[config.mk]
export PLATFORM = sky130hd
export DESIGN_NAME = imm_controller
export DESIGN_NICKNAME = d
export VERILOG_FILES = /design/src/rtl/imm_controller.sv
export SDC_FILE = /design/constraint.sdc
export NUM_CORES = 1
export LEC_CHECK = 0
export CORE_MARGIN = 5
export CORE_UTILIZATION = 28
export CTS_BUF_LIST = sky130_fd_sc_hd__clkbuf_8
export DETAILED_ROUTE_END_ITERATION = 10
export PLACE_DENSITY = 0.78
export SLEW_MARGIN = 5
export SYNTH_ARGS = -nofsm -noshare
export SYNTH_HDL_FRONTEND = slang
export SYNTH_SLANG_ARGS = --single-unit
[constraint.sdc]
create_clock -name clk -period 1 [get_ports clk]
set_input_delay 0.15 -clock clk [delete_from_list [all_inputs] [get_ports clk]]
set_output_delay 0.15 -clock clk [all_outputs]
set_load 0.1 [all_outputs]
[src/rtl/imm_controller.sv]
// imm_controller: RV32I immediate assembler.
// Reorders the raw immediate slices of an instruction word into one 20-bit,
// zero-filled immediate chosen by opcode. The combinational result feeds the
// decode stage; a registered copy feeds the next pipeline stage.
module imm_controller (
    input  logic        clk,
    input  logic        rst,
    input  logic [6:0]  Opcode,
    input  logic [2:0]  funct3,
    input  logic [6:0]  funct7,
    input  logic [19:0] immA,
    input  logic [11:0] immB,
    input  logic [6:0]  immC,
    input  logic [4:0]  immD,
    output logic [19:0] imm,
    output logic [19:0] imm_q
);

    // RV32I major opcodes that carry an immediate (plus R-type for reference)
    localparam logic [6:0] OpLui      = 7'b0110111;
    localparam logic [6:0] OpAuipc    = 7'b0010111;
    localparam logic [6:0] OpJal      = 7'b1101111;
    localparam logic [6:0] OpJalr     = 7'b1100111;
    localparam logic [6:0] OpLoad     = 7'b0000011;
    localparam logic [6:0] OpAriItype = 7'b0010011;
    localparam logic [6:0] OpBranch   = 7'b1100011;
    localparam logic [6:0] OpStore    = 7'b0100011;
    localparam logic [6:0] OpAriRtype = 7'b0110011;

    typedef enum logic [2:0] {
        FmtNone,
        FmtU,
        FmtJ,
        FmtI,
        FmtB,
        FmtS
    } imm_fmt_e;

    imm_fmt_e    fmt;
    logic [19:0] imm_u;
    logic [19:0] imm_j;
    logic [19:0] imm_i;
    logic [19:0] imm_b;
    logic [19:0] imm_s;
    logic [19:0] imm_d;
    logic [19:0] imm_reg_q;

    // funct fields are deliberately ignored: shift-immediates pass immB whole
    logic unused_funct;
    assign unused_funct = ^{funct3, funct7};

    // Per-format bit reorders; no sign extension, upper bits zero-filled
    assign imm_u = immA;
    assign imm_j = {immA[19], immA[7:0], immA[8], immA[18:9]};
    assign imm_i = {8'b0, immB};
    assign imm_b = {8'b0, immC[6], immD[0], immC[5:0], immD[4:1]};
    assign imm_s = {8'b0, immC, immD};

    // Opcode -> immediate format; unknown or X opcodes fall to FmtNone
    always_comb begin
        fmt = FmtNone;
        case (Opcode)
            OpLui, OpAuipc:             fmt = FmtU;
            OpJal:                      fmt = FmtJ;
            OpJalr, OpLoad, OpAriItype: fmt = FmtI;
            OpBranch:                   fmt = FmtB;
            OpStore:                    fmt = FmtS;
            OpAriRtype:                 fmt = FmtNone;
            default:                    fmt = FmtNone;
        endcase
    end

    // Format select; fmt is always a known value so the output never goes X
    always_comb begin
        imm_d = 20'h00000;
        unique case (fmt)
            FmtU:    imm_d = imm_u;
            FmtJ:    imm_d = imm_j;
            FmtI:    imm_d = imm_i;
            FmtB:    imm_d = imm_b;
            FmtS:    imm_d = imm_s;
            default: imm_d = 20'h00000;
        endcase
    end

    assign imm = imm_d;

    // Pipeline copy: captured every edge, cleared asynchronously by rst
    always_ff @(posedge clk or posedge rst) begin
        if (rst) begin
            imm_reg_q <= 20'h00000;
        end else begin
            imm_reg_q <= imm_d;
        end
    end

    assign imm_q = imm_reg_q;

endmodule

# Yosys cells after proc, flatten, opt, wreduce, memory -nomap -nowiden
# Cells that the tools add are included.
[totals]
ff_bits = 20
[op_classes]
n_reduce_logical = 2
muxes = 2
eq_ne = 13
[op_table]
columns = ["operator", "count"]
rows = [
  ["case mux 20 bit (5 select lines)", 1],
  ["== test 7 bit, second input constant", 3],
  ["case mux 3 bit (5 select lines)", 1],
  ["== test 7 x 5 -> 1 bit, second input constant", 2],
  ["== test 7 x 6 -> 1 bit, second input constant", 2],
  ["== test 7 x 2 -> 1 bit, second input constant", 1],
  ["== test 3 x 2 -> 1 bit, second input constant", 2],
  ["== test 3 bit, second input constant", 2],
  ["== test 3 x 1 -> 1 bit, second input constant", 1],
  ["OR reduction 3 bit", 1],
  ["OR reduction 2 bit", 1],
]

# Depth between registers and ports, before layout
[logic_depth]
word_depth = 5
depth_mapped = 6
mapped_depth_nobuf = 4

# Worst setup path before layout
# OpenSTA, ideal clock, no wires.
[synth_timing]
path_kind = "in2reg"
from = "in Opcode[0]"
to = "reg imm_reg_q[0], in the netlist imm_q[0]"
t_arrival_ns = 1.431
path_slack_ns = -0.817
path_buffers = 2
setup_time_ns = 0.385
stages = 6
path_cell_list = "and3b_1 buf_6 and4_4 buf_6 a22oi_1 nand2_1"
[synth_between]
elab_chain_len = 5
word_cells_on_any_way = 17
classes_between = "eq/ne: 13; mux: 2; reduce/logical: 2"
[synth_rtl]
columns = ["item", "line", "text"]
rows = [
  ["start: declaration", "8", "input logic [6:0] Opcode,"],
  ["== test 7 bit (tied with other cells)", "62", "case (Opcode)"],
  ["OR reduction 3 bit / OR reduction 2 bit (equally long branches)", "62", ""],
  ["case mux 3 bit (5 select lines) *", "62", ""],
  ["== test 3 bit (tied with other cells)", "76", "unique case (fmt)"],
  ["case mux 20 bit (5 select lines) *", "76", ""],
  ["via imm[0]", "15", "output logic [19:0] imm,"],
  ["end signal: assignment", "93", "imm_reg_q <= imm_d;"],
  ["end: declaration", "46", "logic [19:0] imm_reg_q;"],
]
# The timed path passes the listed nets; every way through them passes the cells marked *.

# Final worst setup path
[layout_timing]
from = "in Opcode[0]"
to = "out imm[10]"
[layout_between]
elab_chain_len = 5
word_cells_on_any_way = 17
classes_between = "eq/ne: 13; mux: 2; reduce/logical: 2"
[layout_rtl]
columns = ["item", "line"]
rows = [
  ["== test 7 bit (tied with other cells)", "62"],
  ["OR reduction 3 bit / OR reduction 2 bit (equally long branches)", "62"],
  ["case mux 3 bit (5 select lines) *", "62"],
  ["== test 3 bit (tied with other cells)", "76"],
  ["case mux 20 bit (5 select lines) *", "76"],
  ["end: declaration", "15"],
]
# Every way passes the cells marked *; elsewhere a longest branch is shown, timed or not.

==> PnR_summary.wiki <==
{| class="wikitable"
! Metric !! Value
|-
| Total area of multi-input combinational cells || 980 um^2
|-
| Slew HR || 78.2%
|-
| Via Count || 1790
|-
| Fraction of synthesized cell area taken by the top area cell type || 45.1%
|-
| Max capacitance violation total || 0
|-
| Portion of the clock cycle consumed by the worst path in the final layout || 155%
|-
| CTS tree || built
|-
| Area Overhead vs Synth || 218%
|-
| Register clock-pin slew on the reported worst setup and hold paths || 0.09 ns
|-
| Top cells by area, synth || dfrtp_1, a32o_1, a32oi_1, a22oi_1, a22o_1
|-
| Number of filler cells placed in the layout || 88
|-
| Violation count after the first detailed-route iteration || 161
|-
| Final hold violation count || 0
|-
| Required arrival time at the worst endpoint || 0.85 ns
|-
| Setup repair after global routing missed its margin || yes
|-
| Number of sinks handled by clock tree synthesis || 20
|-
| Areal power density over the cells || 722 nW/um^2
|-
| Final core occ || 94.4%
|-
| Number of H-tree levels || 1
|-
| Final antenna diode count || 0
|-
| Commonest cells in the synthesized netlist || dfrtp_1, a22oi_1, nand2_1
|-
| Result of the run || complete, but fails checks
|-
| Post-layout worst setup margin || -0.545 ns
|-
| Net count after synthesis || 165
|-
| Slew of the pin with the lowest slew margin || 0.327 ns
|-
| Slowest cell on the critical path || and3b_2
|-
| Initial DRT Pass Iterations || 4
|-
| Sort of element at the end of the critical path || output port
|-
| GRT Resource Usage Total || 29.7%
|-
| Non-filler cells, final || 293
|-
| DR WL/cell || 32.0 um
|-
| Initial antenna violation count || 0
|-
| Placed cell count || 266
|-
| Cell breakdown of the critical path || buf_6, and3b_2, and4_4, buf_12, a22oi_2, nand2_4, buf_12
|-
| Number of buffers on the longest clock path || 2
|-
| Maximum ir drop on the vdd rail || 0.000439 V
|-
| Detailed-route wire length || 9370 um
|-
| Post-route design area || 3530 um^2
|-
| Clock buffer count from CTS || 3
|-
| Unique cell type count in the Yosys netlist || 23
|-
| Crit Path Category || in2out
|-
| Core Box Area || 3740 um^2
|-
| Vias in the first global route || 1951
|-
| Asr flop ratio synth || 100%
|-
| Total of endpoints with negative setup slack in the final report || 58
|-
| Standard cell area after detailed placement || 3010 um^2
|-
| Post-DR vias/cell || 6.11
|-
| Arrival @ worst endpoint || 1.40 ns
|-
| Min-delay worst type || in2async
|-
| DRC violation count after routing || 0
|-
| Violated checks || setup timing
|-
| Biggest fanout along the worst timing path || 7
|-
| Die ar. || 5320 um^2
|-
| Final Critical Period || 1.55 ns
|-
| Syn. warnings || 0
|-
| Largest register FFs || 20
|-
| Detail Route Antenna Nets || 0
|-
| CP top delay family || simple AND/OR/NAND/NOR gates
|-
| Detailed placer's ending HPWL || 4530 um
|-
| Count of mapped cells out of synthesis || 102
|-
| FF+latch count, synth || 20
|-
| Site Rows || 22
|-
| Pin count of the biggest net entering global routing || 21
|-
| Total Nets Final || 309
|-
| Mapped Area || 1110 um^2
|-
| Initial standard-cell utilization of the core || 29.6%
|-
| Leakage power total || 1.56 nW
|-
| Fin. max-slew vios || 0
|-
| Startpoint Class || primary input
|-
| Proportion of layout cells with a drive suffix above 1 || 74.3%
|-
| Wire length of the first global-routing pass || 11700 um
|-
| Sequential-to-total area share from yosys stat || 45.1%
|-
| Routability congestion estimate from global placement || 0.760
|-
| Library cell with the highest instance count after synthesis || dfrtp_1
|-
| Most prevalent standard cell on the critical path || buf_12
|-
| Ports || 103
|-
| Number of synthesized flops with an enable pin || 0
|-
| Highest achievable clock rate || 0.647 GHz
|-
| Die extent in x || 73.0 um
|-
| Port buffer count || 92
|-
| Root buffer cell || clkbuf_8
|-
| Area occupied by registers || 513 um^2
|-
| Syn avg cell area || 10.9 um^2
|-
| Peak per-stage delay on the critical path || 0.27 ns
|-
| Buffers and inverters on the worst path || 3
|-
| Vertical extent of the die || 73.0 um
|-
| Stages on worst setup path || 7
|-
| Congestion Overflow GR || 0
|-
| Most used flip-flop cell after synthesis || dfrtp_1
|-
| Largest area contributor in the netlist || dfrtp_1
|}
[power breakdown]
part           leakage, nW  total [mW]  switching (mW)  internal (mW)
registers            0.261       0.837          0.0147          0.822
clock network       0.0288       0.690           0.338          0.352
logic                 1.27        1.03           0.559          0.466
total                 1.56        2.55           0.912           1.64
[routing by layer]
layer  global-route usage, %  vias up  part of all wire [%]  wire [um]
met3                    6.61       48                   9.1        852
met1                    34.8      879                    35       3240
li1                        -      708                     -          -
met5                       0        -                     0          0
met2                    53.1      155                    50       4680
met4                    9.84        0                   6.4        601
[area by class of cell]
type,count,area share [%]
clock buffer,4,1.56
inverter,3,0.319
multi-input combinational,68,27.7
sequential,20,14.5
tap,48,1.70
timing repair buffer,150,54.2
[layout by cell type (no fill, tap or decap), types with 2 or more instances in the layout]
cell | netlist | routed
buf_12 | 0 | 46
buf_4 | 2 | 29
buf_6 | 4 | 28
clkdlybuf4s50_1 | 0 | 23
dlygate4sd2_1 | 0 | 20
a22oi_2 | 0 | 12
nand2_4 | 0 | 12
dfrtp_1 | 20 | 10
dfrtp_2 | 0 | 10
a32o_2 | 0 | 8
a32oi_4 | 0 | 8
a22o_4 | 0 | 7
clkbuf_8 | 0 | 4
a32o_1 | 11 | 3
a32oi_2 | 0 | 3
and3b_2 | 0 | 2
nor2b_4 | 0 | 2
inv_1 | 3 | 2
dlymetal6s2s_1 | 0 | 2
buf_8 | 0 | 2
[worst min-delay path, stage by stage]
cell             delay [ns]
clkdlybuf4s50_1        0.41
inv_1                  0.13
buf_12                 0.19
[per-stage QoR]
stage	worst slack (ns)	setup TNS, ns	hold WS, ns	power (mW)
6_report	-0.545	-11.93	0.258	2.55
5_1_grt	-0.569	-13.20	0.257	2.61
4_1_cts	-0.467	-9.35	0.236	2.39
3_5_place_dp	-0.978	-32.33	0.501	1.71
3_3_place_gp	-0.875	-29.41	0.487	1.69
2_1_floorplan	-0.333	-11.37	0.113	1.20
[logic make-up (layout without fill, tap and decap cells)]
group                  Yosys count  after routing  share of synthesized area, %
AOI/OAI and AO/OA               44             44                          34.3
buffers and inverters           14            157                          8.45
DFF                             20             20                          45.1
and+or+nand+nor                 24             24                          12.2
[final timing paths]
check                       endpoint  startpoint  slack [ns]
hold / removal              imm_q[7]         rst        0.26
min in group clk           imm_q[13]     immA[2]        0.34
max in group asynchronous  imm_q[12]         rst        0.59
setup / recovery             imm[10]   Opcode[0]       -0.55
[timing repair]
action	in CTS	in global routing
setup endpoints to repair	44	54
cloned	1	0
resized for setup	97	18
hold endpoints to repair	0	0
hold buffers	0	0
pin swaps	42	19
buffers inserted	15	9
(Power assumes the default switching activity.)
